--- src/rtl/dir_arbiter.sv ---
// Round-robin arbiter that serialises per-requester directory commands onto a single
// directory port, waits for the directory ack (or a timeout) and returns the sharer vector.
module dir_arbiter #(
   parameter int unsigned N_CPU              = 4,
   parameter int unsigned N_REQ              = N_CPU,
   parameter int unsigned TIMEOUT            = 16,
   parameter int unsigned DCACHE_INDEX_WIDTH = 8,
   parameter int unsigned DCACHE_TAG_WIDTH   = 12,
   // Width of the op_dir_t encoding; values are forwarded untouched.
   parameter int unsigned OP_WIDTH           = 2,
   parameter int unsigned CPU_ID_WIDTH       = (N_CPU > 1) ? $clog2(N_CPU) : 1
) (
   input  logic                                     clk,
   input  logic                                     reset,
   input  logic [N_REQ-1:0]                         req_valid_i,
   input  logic [N_REQ-1:0][OP_WIDTH-1:0]           req_op_i,
   input  logic [N_REQ-1:0][DCACHE_INDEX_WIDTH-1:0] req_index_i,
   input  logic [N_REQ-1:0][DCACHE_TAG_WIDTH-1:0]   req_tag_i,
   output logic [N_REQ-1:0]                         req_ready_o,
   output logic [N_REQ-1:0]                         resp_valid_o,
   output logic [N_CPU-1:0]                         resp_sharers_o,
   output logic                                     resp_err_o,
   output logic                                     dir_req_o,
   output logic [OP_WIDTH-1:0]                      dir_op_o,
   output logic [DCACHE_INDEX_WIDTH-1:0]            dir_index_o,
   output logic [DCACHE_TAG_WIDTH-1:0]              dir_tag_o,
   output logic [CPU_ID_WIDTH-1:0]                  dir_cpu_id_o,
   input  logic [N_CPU-1:0]                         dir_sharers_i,
   input  logic                                     dir_ack_i,
   output logic                                     busy_o
);

   localparam int unsigned PTR_W = (N_REQ > 1) ? $clog2(N_REQ) : 1;
   localparam int unsigned CNT_W = (TIMEOUT > 1) ? $clog2(TIMEOUT) : 1;
   localparam logic [PTR_W:0]   NReqW  = (PTR_W + 1)'(N_REQ);
   localparam logic [PTR_W-1:0] LastId = PTR_W'(N_REQ - 1);
   localparam logic [CNT_W-1:0] CntMax = CNT_W'(TIMEOUT - 1);

   localparam logic [1:0] StIdle  = 2'd0;
   localparam logic [1:0] StIssue = 2'd1;
   localparam logic [1:0] StWait  = 2'd2;
   localparam logic [1:0] StResp  = 2'd3;

   logic [1:0]                    state_q, state_d;
   logic [PTR_W-1:0]              rr_ptr_q, rr_ptr_d;
   logic [PTR_W-1:0]              winner_q, winner_d;
   logic [CNT_W-1:0]              cnt_q, cnt_d;
   logic [OP_WIDTH-1:0]           op_q, op_d;
   logic [DCACHE_INDEX_WIDTH-1:0] index_q, index_d;
   logic [DCACHE_TAG_WIDTH-1:0]   tag_q, tag_d;
   logic [N_CPU-1:0]              sharers_q, sharers_d;
   logic                          err_q, err_d;

   logic                          any_req;
   logic [PTR_W-1:0]              winner;
   logic [PTR_W:0]                cand;

   // Scan from rr_ptr upwards (wrapping); descending loop leaves the closest candidate.
   always_comb begin
      any_req = |req_valid_i;
      winner  = rr_ptr_q;
      cand    = '0;
      for (int j = N_REQ - 1; j >= 0; j--) begin
         cand = {1'b0, rr_ptr_q} + (PTR_W + 1)'(j);
         if (cand >= NReqW) begin
            cand = cand - NReqW;
         end
         if (req_valid_i[cand[PTR_W-1:0]]) begin
            winner = cand[PTR_W-1:0];
         end
      end
   end

   always_comb begin
      state_d   = state_q;
      rr_ptr_d  = rr_ptr_q;
      winner_d  = winner_q;
      cnt_d     = cnt_q;
      op_d      = op_q;
      index_d   = index_q;
      tag_d     = tag_q;
      sharers_d = sharers_q;
      err_d     = err_q;
      case (state_q)
         StIdle: begin
            if (any_req) begin
               winner_d = winner;
               op_d     = req_op_i[winner];
               index_d  = req_index_i[winner];
               tag_d    = req_tag_i[winner];
               state_d  = StIssue;
            end
         end
         StIssue: begin
            cnt_d   = '0;
            state_d = StWait;
         end
         StWait: begin
            // An ack on the final count still wins over the timeout.
            if (dir_ack_i) begin
               sharers_d = dir_sharers_i;
               err_d     = 1'b0;
               state_d   = StResp;
            end else if (cnt_q == CntMax) begin
               sharers_d = '0;
               err_d     = 1'b1;
               state_d   = StResp;
            end else begin
               cnt_d = cnt_q + CNT_W'(1);
            end
         end
         StResp: begin
            rr_ptr_d = (winner_q == LastId) ? '0 : winner_q + PTR_W'(1);
            state_d  = StIdle;
         end
         default: state_d = StIdle;
      endcase
   end

   always_ff @(posedge clk) begin
      if (reset) begin
         state_q   <= StIdle;
         rr_ptr_q  <= '0;
         winner_q  <= '0;
         cnt_q     <= '0;
         op_q      <= '0;
         index_q   <= '0;
         tag_q     <= '0;
         sharers_q <= '0;
         err_q     <= 1'b0;
      end else begin
         state_q   <= state_d;
         rr_ptr_q  <= rr_ptr_d;
         winner_q  <= winner_d;
         cnt_q     <= cnt_d;
         op_q      <= op_d;
         index_q   <= index_d;
         tag_q     <= tag_d;
         sharers_q <= sharers_d;
         err_q     <= err_d;
      end
   end

   // Outputs are forced low while reset is asserted, whatever state the flops hold.
   always_comb begin
      req_ready_o    = '0;
      resp_valid_o   = '0;
      resp_sharers_o = '0;
      resp_err_o     = 1'b0;
      dir_req_o      = 1'b0;
      dir_op_o       = '0;
      dir_index_o    = '0;
      dir_tag_o      = '0;
      dir_cpu_id_o   = '0;
      busy_o         = 1'b0;
      if (!reset) begin
         busy_o    = (state_q != StIdle);
         dir_req_o = (state_q == StIssue);
         if (state_q == StIdle) begin
            if (any_req) begin
               req_ready_o[winner] = 1'b1;
            end
         end else begin
            dir_op_o     = op_q;
            dir_index_o  = index_q;
            dir_tag_o    = tag_q;
            dir_cpu_id_o = CPU_ID_WIDTH'(winner_q);
         end
         if (state_q == StResp) begin
            resp_valid_o[winner_q] = 1'b1;
            resp_sharers_o         = sharers_q;
            resp_err_o             = err_q;
         end
      end
   end

endmodule

--- config.mk ---
export PLATFORM = sky130hd
export DESIGN_NAME = dir_arbiter
export DESIGN_NICKNAME = d
export VERILOG_FILES = /design/src/rtl/dir_arbiter.sv
export SDC_FILE = /design/constraint.sdc
export NUM_CORES = 1
export LEC_CHECK = 0
export CAP_MARGIN = 25
export CORE_AREA = 10 10 89 91
export CTS_BUF_LIST = sky130_fd_sc_hd__clkbuf_8
export DETAILED_ROUTE_END_ITERATION = 8
export DIE_AREA = 0 0 99 101
export GPL_TIMING_DRIVEN = 0
export PLACE_DENSITY = 0.9
export SLEW_MARGIN = 20
export SYNTH_ARGS = -nofsm -noshare
export SYNTH_HDL_FRONTEND = slang
export SYNTH_SLANG_ARGS = --single-unit
--- constraint.sdc ---
create_clock -name clk -period 2.7 [get_ports clk]
set_input_delay 0.675 -clock clk [delete_from_list [all_inputs] [get_ports clk]]
set_output_delay 0.675 -clock clk [all_outputs]
set_load 0.05 [all_outputs]
==> results of run 1 <==
-- state kept, by name, indices dropped and copies added, names as in the netlist --
| name | cells |
|---|---|
| op_q | 2 |
| index_q | 8 |
| cnt_q | 4 |
| rr_ptr_q | 2 |
| winner_q | 2 |
| state_q | 2 |
| tag_q | 12 |
| sharers_q | 4 |
| err_q | 1 |
-- Yosys cell counts, drive strengths merged (3+ instances only) --
library cell | number | share of area (%)
a32oi | 4 | 1.4
buf | 9 | 3.1
nor3 | 5 | 1.0
and2 | 32 | 8.3
nand2 | 31 | 4.8
clkbuf | 6 | 1.1
a21oi | 6 | 1.4
nand2b | 3 | 0.78
o221ai | 22 | 12
nor2 | 21 | 3.3
mux2i | 47 | 19
ha | 9 | 4.7
inv | 9 | 1.4
dfxtp | 37 | 31
nor2b | 3 | 0.78
-- worst paths after layout --
| path | slack, ps | endpoint | startpoint | cells after the start |
|---|---|---|---|---|
| max | 60 | req_ready_o[1] | req_valid_i[3] | 8 |
| min | 460 | err_q | err_q | 2 |
| max reg2reg | 220 | index_q[7] | state_q[1] | 14 |
| min reg2reg | 460 | err_q | err_q | 2 |
-- routing by layer --
layer	global-route usage [%]	vias to the layer above	wire length (um)
met1	18.1	1212	3500
met3	5.69	24	607
met2	31.6	95	5000
met5	0	-	0
met4	7.50	0	315
li1	-	1258	-
-- metrics by stage --
stage | cell area (um^2) | std cells | utilization (%)
6_report | 4170 | 501 | 67.2
2_1_floorplan | 2430 | 261 | -
3_5_place_dp | 3900 | 475 | 62.8
3_3_place_gp | 3900 | 475 | 62.8
5_1_grt | 4170 | 501 | 67.2
4_1_cts | 4130 | 499 | 66.5
-- tightest hold or removal path: stages (launching register included) --
cell and delay (ps):
dfxtp_1 310, inv_1 40, a221oi_1 60
-- power breakdown --
| group | leakage, nW | internal (W) | switching [W] | total [W] |
|---|---|---|---|---|
| clock | 0.0626 | 0.000298 | 0.000208 | 0.000506 |
| combinational | 1.38 | 0.000639 | 0.000788 | 0.00143 |
| sequential | 0.304 | 0.000691 | 0.0000814 | 0.000772 |
| total | 1.75 | 0.00163 | 0.00108 | 0.00270 |
-- layout make-up --
cell class	count	area, um^2	area share [%]
Sequential cell	37	741	17.8
Clock buffer	6	82.6	1.98
Clock inverter	2	33.8	0.810
Tap cell	77	96.3	2.31
Inverter	9	33.8	0.810
Timing Repair Buffer	156	1430	34.3
Buffer	15	146	3.51
Multi-Input combinational cell	199	1600	38.5
-- logic make-up (layout without fill, tap and decap cells) --
group                      Yosys count  after routing  share of synthesized area, %
AOI/OAI and AO/OA                   42             42                          18.2
xor gates and xnor gates             1              1                         0.362
adders and majority gates            9              9                          4.65
buffers and inverters               25            188                          6.36
DFF                                 37             37                          30.6
muxes                               47             47                          19.4
and+or+nand+nor                    100            100                          20.4
-- timing repair --
| item | 4_1_cts | 5_1_grt |
|---|---|---|
| pin swaps | 3 | 5 |
| endpoints found under the setup margin | 39 | 44 |
| setup buffers | 17 | 2 |
| gates resized for setup | 230 | 33 |
==> results.md, run 1 <==
* Crit path max fanout at 6
* Total die area at 10000 um^2
* Most used cell along the critical path: buf_6
* Reg clk slew, reported paths at 70 ps
* Fin. max-slew vios at 0
* Routed wire length at 9420 um
* Clk sink count at 37
* Core ar. at 6200 um^2
* Max Cap Viol at 0
* Synthesis-to-finish area growth at 72.2%
* GRT Util Overall at 17.5%
* Max Root-Sink Buffers at 2
* Initial core utilization at 39.0%
* Hold buffer count at CTS at 0
* IO Count at 138
* Antenna viol nets, final at 0
* First-pass GRT wire length at 14300 um
* Clk_skew at 8.03 ps
* Unique masters post-synth at 37
* Mean Syn Cell Area at 9.28 um^2
* DR vias at 2589
* Post-Syn Area at 2420 um^2
* Post-Synthesis Cells at 261
* Vias in the first global route at 2779
* Delay-heaviest family, CP: compound AO/OA/AOI/OAI gates
* Setup_tns at 0 ps
* Filler Cells Inserted at 500
* RD Place Congestion at 0.743
* Worst Tran Pin Value at 517 ps
* Most frequent cells in the layout: clkdlybuf4s50_1 (93), mux2i_1 (47), dfxtp_1 (37)
* Die Y-Extent at 101 um
* Die Width at 99 um
* Type of the worst min-delay path: reg -> reg
* Iter 0 DRT Violations at 120
* CP Data Required Time at 2030 ps
* Sequential share of the synthesized area at 30.6%
* Post-synth EDFFs at 0
* Number of iterations in the first detailed-routing pass at 4
* Ys async rst share at 0%
* FP Rows at 29
* Antenna violations before repair at 0
* Diode count at 0
* Crit Path Class: in -> out
* Leak at 1.75 nW
* Pwr/cell area at 649 nW/um^2
* Type of origin of the critical path: input port
* Slew margin rel. at 65.7%
* Yosys warns at 0
* CTS tree: built
* Minimum clock period at 2640 ps
* Final hold vios at 0
* Ys flop type: dfxtp_1
* Register bit count reported by yosys at 37
* Crit-path slowest cell: a221oi_2
* Post-detail-place hpwl at 7280 um
* Final setup fails at 0
* Worst VDD drop at 357 uV
* Clk root buf: clkbuf_8
* Worst EP arrival at 1970 ps
* Routed wire per std cell at 18.8 um
* Pre-CTS setup slack at -1300 ps
* Crit path buf inv count at 4
* GRT overflow at 0
* Layout cells sized above 1 at 26.9%
* Critical-path cell list: clkbuf_4 > inv_2 > a22o_1 > a221oi_2 > buf_6 > nand2_2 > nor2_2 > buf_6
* Crit path largest cell delay at 330 ps
* Total power at 0.00270 W
* Fmax at 379 MHz
* Via density per instance at 5.17
* Commonest non-fill, non-tap cell in the layout: clkdlybuf4s50_1
* Largest net degree at the start of global routing at 12
* Final period util at 97.8%
* H-tree depth at 2
* Residual DRC at 0
* Final worst slack at 59.4 ps
* Synth Net Count at 369
* Worst Setup End Kind: output port
* CTS Buf Count at 5
* Port Buffers at 137
* Later-pin clock latency in the skew report at 290 ps
* Hold WS at 465 ps
* Outcome: completed
* NumNets Final at 531
(Power assumes the default switching activity.)
==> run 2, diff against run 1 <==
==> constraint.sdc (replaced) <==
create_clock -name clk -period 2.55 [get_ports clk]
set_input_delay 0.6375 -clock clk [delete_from_list [all_inputs] [get_ports clk]]
set_output_delay 0.6375 -clock clk [all_outputs]
set_load 0.05 [all_outputs]
==> run 2 against run 1 <==
Against the previous run:
- the run now ends with negative setup slack left
- highest routed layer unchanged
- critical path type unchanged
- total power increased by 6.3%
- final cell count increased by 1.0%
- clock power increased by 5.1%
==> results.md, run 2 (synthesis gave the netlist of run 1 again) <==
* Type of origin of the critical path: input port
* M2 GR Usage at 32.6%
* M1 GR Usage at 18.7%
* Post-detail-place hpwl at 7280 um
* Crit path largest cell delay at 350 ps
* Largest net degree at the start of global routing at 12
* Initial core utilization at 39.0%
* Worst Setup End Kind: output port
* Antenna violations before repair at 0
* Max Cap Viol at 0
* Later-pin clock latency in the skew report at 290 ps
* Vias in the first global route at 2800
* Final setup fails at 1
* Routed wire per std cell at 18.9 um
* Minimum clock period at 2560 ps
* Via density per instance at 5.16
* Dpl cell area at 3900 um^2
* Clk_skew at 8.15 ps
* GRT Util Overall at 18.0%
* Crit-path slowest cell: a221oi_2
* Pwr/cell area at 678 nW/um^2
* Port Buffers at 137
* Number of iterations in the first detailed-routing pass at 4
* Post-Layout Cell Count at 506
* Max reg flops at 12
* Crit path max fanout at 6
* RD Place Congestion at 0.743
* FP Rows at 29
* Final hold vios at 0
* DR vias at 2612
* Placed Cells incl. Taps at 475
* Max Root-Sink Buffers at 2
* Iter 0 DRT Violations at 98
* Synthesis-to-finish area growth at 75.0%
* Failing checks: negative setup slack
* Met3 Usage GRT at 5.56%
* NumNets Final at 536
* First-pass GRT wire length at 14600 um
* Hold buffer count at CTS at 0
* Die Y-Extent at 101 um
* Total die area at 10000 um^2
* Core ar. at 6200 um^2
* RSZ-0062 raised after global routing: true
* Outcome: finished with violations
* Die Width at 99 um
* Crit path launch: req_valid_i[3]
* CTS tree: built
* Residual DRC at 0
* Routed wire length at 9550 um
* Total power at 0.00287 W
* Clk root buf: clkbuf_8
* GRT overflow at 0
* Crit Path Class: in -> out
* GRT Max-Usage Layer: met2
* Antenna viol nets, final at 0
* Biggest register: tag_q
* Slew margin rel. at 65.3%
* H-tree depth at 2
* Leak at 1.75 nW
* Worst r2r src: rr_ptr_q[1]
* Worst Tran Pin Value at 522 ps
* Final period util at 100%
* Reg clk slew, reported paths at 70 ps
* Most frequent cells in the layout: clkdlybuf4s50_1 (93), mux2i_1 (47), buf_4 (41)
* IO Count at 138
* Biggest regs: tag_q x12, index_q x8
* Layout cells sized above 1 at 26.8%
* Fmax at 390 MHz
* Critical-path cell list: clkbuf_4 > inv_2 > a22o_1 > a221oi_2 > buf_6 > buf_4 > nor2_1 > buf_6
* Worst VDD drop at 390 uV
* Diode count at 0
* CTS Buf Count at 5
* Final worst slack at -12.6 ps
* Fin. max-slew vios at 0
* Post-route cell area at 4240 um^2
* Commonest non-fill, non-tap cell in the layout: clkdlybuf4s50_1
* Type of the worst min-delay path: reg -> reg
* CP Data Required Time at 1910 ps
* Worst EP arrival at 1930 ps
* Most used cell along the critical path: buf_6
* Pre-CTS setup slack at -1370 ps
* Hold Crit Start: err_q
* Clk sink count at 37
run 2: worst paths after layout:
check | to | slack, ps | depth (start not counted)
setup reg to reg | index_q[7] | 250 | 12
hold / removal | err_q | 460 | 2
hold reg to reg | err_q | 460 | 2
setup / recovery | req_ready_o[2] | -10 | 8
run 2: area by class of cell:
| type | count | area, um^2 |
|---|---|---|
| clock buffers | 6 | 82.6 |
| repair buffers | 162 | 1510 |
| flip-flops and latches | 37 | 741 |
| multi-input cells | 199 | 1600 |
| clock inverters | 2 | 33.8 |
| inverters | 9 | 33.8 |
| well taps | 77 | 96.3 |
| fillers | 491 | 1970 |
| plain buffers | 14 | 140 |
run 2: metrics by stage:
stage          utilization (%)  hold slack (ps)  setup TNS [ps]
6_report                  68.3              459           -12.6
5_1_grt                   68.3              487            -105
4_1_cts                   67.7              463               0
3_5_place_dp              62.8              446          -40690
3_3_place_gp              62.8              433          -39940
2_1_floorplan                -              424            -284
run 2: critical path: cells and delay by family:
| family | cells | cell delay [ps] |
|---|---|---|
| buf+inv | 5 | 650 |
| simple gates | 1 | 60 |
| compound gates | 2 | 580 |
run 2: routing by layer:
layer | routed length, um | up-vias
met5 | 0 | -
met2 | 5040 | 95
met3 | 607 | 18
li1 | - | 1266
met4 | 274 | 0
met1 | 3630 | 1233
run 2: timing repair:
item | 4_1_cts | 5_1_grt
setup buffers | 23 | 1
gates resized for setup | 237 | 8
pin swaps | 6 | 2
endpoints found under the setup margin | 39 | 38
cloned | 1 | 0
run 2: power by group:
part           switching (W)  internal, W
Combinational       0.000836     0.000686
Sequential         0.0000885     0.000732
Clock               0.000217     0.000315
Total                0.00114      0.00173
==> patch 1: new RTL, flow settings as in run 2 <==
`TIMEOUT`: 16 -> 64.
--- a/src/rtl/dir_arbiter.sv
+++ b/src/rtl/dir_arbiter.sv
@@ -5,3 +5,3 @@
    parameter int unsigned N_REQ              = N_CPU,
-   parameter int unsigned TIMEOUT            = 16,
+   parameter int unsigned TIMEOUT            = 64,
    parameter int unsigned DCACHE_INDEX_WIDTH = 8,
Behaviour: no difference found for any inputs over 10 cycles, from zero or initial values and one cycle with reset high; that may be too few to reach the edited logic, so the function may still have changed.
==> patch 1 against run 2 <==
  * Cell count is 1.6% lower
  * Area after synthesis unchanged
  * Total power fell by 4.1%
  * Sequential cell count up 2
  * Worst setup slack better by 0.015 ns
  * Clock power rose by 1%
  * Routed wire length down 7.6%
  * Final area shrank 3.2%
  * Combinational power down 11%
==> patch 1: results (changes against run 2) <==
- Status: finished, final reports clean
- Final nets: 528 (-1.5%)
- Total GRT Usage: 16.8% (-1.1 points)
- ClkCell Share: 2.87% (+0.12 points)
- Layout Cells excl Fill: 498 (-1.6%)
- Placed Area: 3890 µm² (-0.13%)
- Reg2reg start: rr_ptr_q[0]
- Worst setup startpoint: req_valid_i[1]
- Yosys cell types: 38 (+2.7%)
- Hold Path Sink: index_q[6]
- WL/cell: 17.7 µm (-6.1%)
- VDD IR max: 0.000365 V (-6.5%)
- CP top delay family: simple AND/OR/NAND/NOR gates
- Non-clk invs: 8 (-1)
- WHS: 0.458 ns (-0.000656 ns)
- Sequential area share after synthesis: 32.2% (+1.7 points)
- Layout cells sized above 1: 21.1% (-5.7 points)
- Final worst-path setup slack: 0.00263 ns (+0.0152 ns)
- Slowest CP cell: clkdlybuf4s15_1
- Syn_nets: 379 (+2.7%)
- Placed insts: 484 (+1.9%)
- Layout filler cell count: 494 (+0.61%)
- Seq. cell area: 782 µm² (+5.6%)
- First-pass GRT wire length: 14,000 µm (-3.7%)
- Vias per inst: 5.23 (+1.4%)
- Post-DP HPWL: 6880 µm (-5.5%)
- Area growth from synthesis to layout: 69.5%
- Largest net degree at the start of global routing: 13 (+1)
- Reg2reg path depth: 9 (-3)
- Pleak: 1.71 nW (-2.4%)
- Area of the multi-input gates: 1630 µm² (+2.2%)
- Dpl ws: -1.33 ns (+0.0451 ns)
- Worst Clk Skew: 0.00459 ns (-0.00356 ns)
- Port bufs: 136 (-0.73%)
- Multi-input gates: 208 (+4.5%)
- R2R Setup Slk: 0.41 ns (+0.16 ns)
- Crit path largest cell delay: 0.26 ns (-0.09 ns)
- WP data arrival: 1.91 ns (-0.02 ns)
- NonClk Buf Share: 35.2% (-3.8 points)
==> patch 1: timing repair <==
action	in CTS	in global routing
endpoints found under the setup margin	38	33
endpoints found under the hold margin	0	0
setup buffers	6	1
resized for setup	191	48
pin swaps	5	5
cloned	0	0
==> patch 1: where the power goes <==
part	leakage [nW]	switching (mW)	internal, mW	total, mW
Sequential	0.320	0.0904	0.770	0.860
Clock	0.0612	0.221	0.317	0.538
Combinational	1.33	0.769	0.589	1.36
==> patch 1: metal layers <==
layer,track usage [%],vias up,share of wire (%)
met5,0,-,0
met1,19.2,1223,41
li1,-,1277,-
met4,3.31,0,1.2
met2,29.5,97,51
met3,6.04,9,7.6
==> patch 1: logic make-up after synthesis <==
group	count (synthesis)	synth area share [%]
AOI/OAI and AO/OA	48	17.0
xor gates and xnor gates	1	0.362
adders and majority gates	9	4.65
buffers and inverters	24	5.22
DFF	39	32.2
muxes	48	19.8
and+or+nand+nor	102	20.7
==> patch 2: new RTL, flow settings as in run 2 <==
Without the edit above. Register the output `resp_err_o`, with the module's reset; this adds one clock of latency there. The other outputs are not delayed to match.
--- a/src/rtl/dir_arbiter.sv
+++ b/src/rtl/dir_arbiter.sv
@@ -42,2 +42,4 @@
    localparam logic [1:0] StResp  = 2'd3;
+
+   logic resp_err_d;
 
@@ -148,3 +150,3 @@
       resp_sharers_o = '0;
-      resp_err_o     = 1'b0;
+      resp_err_d     = 1'b0;
       dir_req_o      = 1'b0;
@@ -171,4 +173,12 @@
             resp_sharers_o         = sharers_q;
-            resp_err_o             = err_q;
+            resp_err_d             = err_q;
          end
+      end
+   end
+
+   always_ff @(posedge clk) begin
+      if (reset) begin
+         resp_err_o <= '0;
+      end else begin
+         resp_err_o <= resp_err_d;
       end
Function: no difference found for any inputs over 10 cycles, from zero or initial values and one cycle with reset high; that may be too few to reach the edited logic, so the function may still have changed.
==> patch 2 against run 2 <==
  * Clock skew is 0.0011 ns lower
  * Via count decreased by 3.5%
  * First-iteration DRC count down 26%
  * Routed wire length down 7.8%
  * Die area stayed put
  * Sequential cell count grew 1
  * Combinational power down 4%
  * Total power down 7.0%
  * Sequential power grew 2%
  * Synthesized cell count did not move
  * Area after synthesis up 0.98%
  * Worst setup slack better by 0.030 ns
  * Final area down 2.4%
  * Critical endpoint is now req_ready_o[0]
  * Highest routed layer unchanged
==> patch 2: results (changes against run 2) <==
- Met3 Routed Length: 650 µm (+7.1%)
- First-pass GRT wire length: 13,700 µm (-6.0%)
- Worst slew margin: 66.3% (+0.92 points)
- Worst-path fanout max: 6 (unchanged)
- Largest net degree at the start of global routing: 11 (-1)
- Pleak: 1.72 nW (-2.1%)
- Slowest CP cell: or4_4
- Total Routed Length: 8800 µm (-7.8%)
- Setup Buffers After CTS: 13 (-43%)
- Seq. cell area: 762 µm² (+2.9%)
- VDD IR max: 0.000304 V (-22%)
- Dpl ws: -1.42 ns (-0.0521 ns)
- Reg2reg path depth: 9 (-3)
- ClkCell Share: 1.84% (-0.90 points)
- Sequential area share after synthesis: 31.1% (+0.52 points)
- Largest regs: tag_q x12, index_q x8
- Final nets: 529 (-1.3%)
- Worst Clk Skew: 0.00701 ns (-0.00113 ns)
- Met1 Use GR: 18.0% (-0.75 points)
- M2 GR Usage: 30.5% (-2.1 points)
- DRT iter0 DRCs: 73 (-26%)
- Vias per inst: 5.06 (-1.9%)
- Non-clock buffers: 170 (-3.4%)
- Clk sinks: 38 (+2.7%)
- Status: finished, final reports clean
- Initial antenna violation count: 0 (unchanged)
- Layout Cells excl Fill: 498 (-1.6%)
- NonClk Buf Share: 37.9% (-1.1 points)
- Total GRT Usage: 16.8% (-1.2 points)
- Syn Inst Count: 261 (unchanged)
- Layout cells sized above 1: 25.4% (-1.4 points)
- CP top delay family: simple AND/OR/NAND/NOR gates
- Vias in the first global route: 2,684 (-4.1%)
- Layout filler cell count: 544 (+11%)
- Largest cells by area after synthesis: dfxtp_1, mux2i_1, o221ai_2
- Combinational fraction of design power: 54.4% (+1.5 points)
- PostCTS Resize Cnt: 246 (+3.8%)
- RePlAce Congestion: 0.879 (+18%)
- Port bufs: 137 (unchanged)
- Crit path largest cell delay: 0.53 ns (+0.18 ns)
- CLK BUF: 5 (-1)
- Post-DP HPWL: 6860 µm (-5.8%)
- Multi-input gates: 197 (-1.0%)
- Wire length on met1: 3340 µm (-7.9%)
- WP data arrival: 1.89 ns (-0.04 ns)
- Reg power frac: 31.2% (+2.7 points)
- Net Switching: 1.08 mW (-4.9%)
- Pwr/cell area: 646 nW/µm² (-4.8%)
- Met2 routed WL: 4670 µm (-7.3%)
- Post-synth top cells: mux2i_1, dfxtp_1, and2_1, nand2_1, nor2_1
- GR Util met3: 5.14% (-0.41 points)
- Area of the multi-input gates: 1600 µm² (+0.24%)
patch 2: through the flow:
stage               hold slack, ns  instance area (µm²)
global placement             0.433                 3930
detailed placement           0.439                 3930
CTS                          0.461                 4100
global route                 0.485                 4140
finish                       0.454                 4140
floorplan                    0.424                 2460
patch 2: cells by family (layout without fill, tap and decap cells):
logic type / Yosys count / count (layout) / share of synthesized area, %
compound gates: 42 / 42 / 18.3
xor+xnor: 1 / 1 / 0.358
fa+ha+maj: 9 / 9 / 4.61
buf+inv: 26 / 186 / 6.45
flops: 38 / 38 / 31.1
mux: 48 / 48 / 19.7
simple gates: 97 / 97 / 19.5
patch 2: path summary, 6_finish.rpt:
check / end / slack, ns / startpoint
setup reg to reg: tag_q[5] / 0.34 / rr_ptr_q[0]
hold reg to reg: tag_q[11] / 0.45 / tag_q[11]
hold / removal: tag_q[11] / 0.45 / tag_q[11]
setup / recovery: req_ready_o[0] / 0.02 / req_valid_i[0]
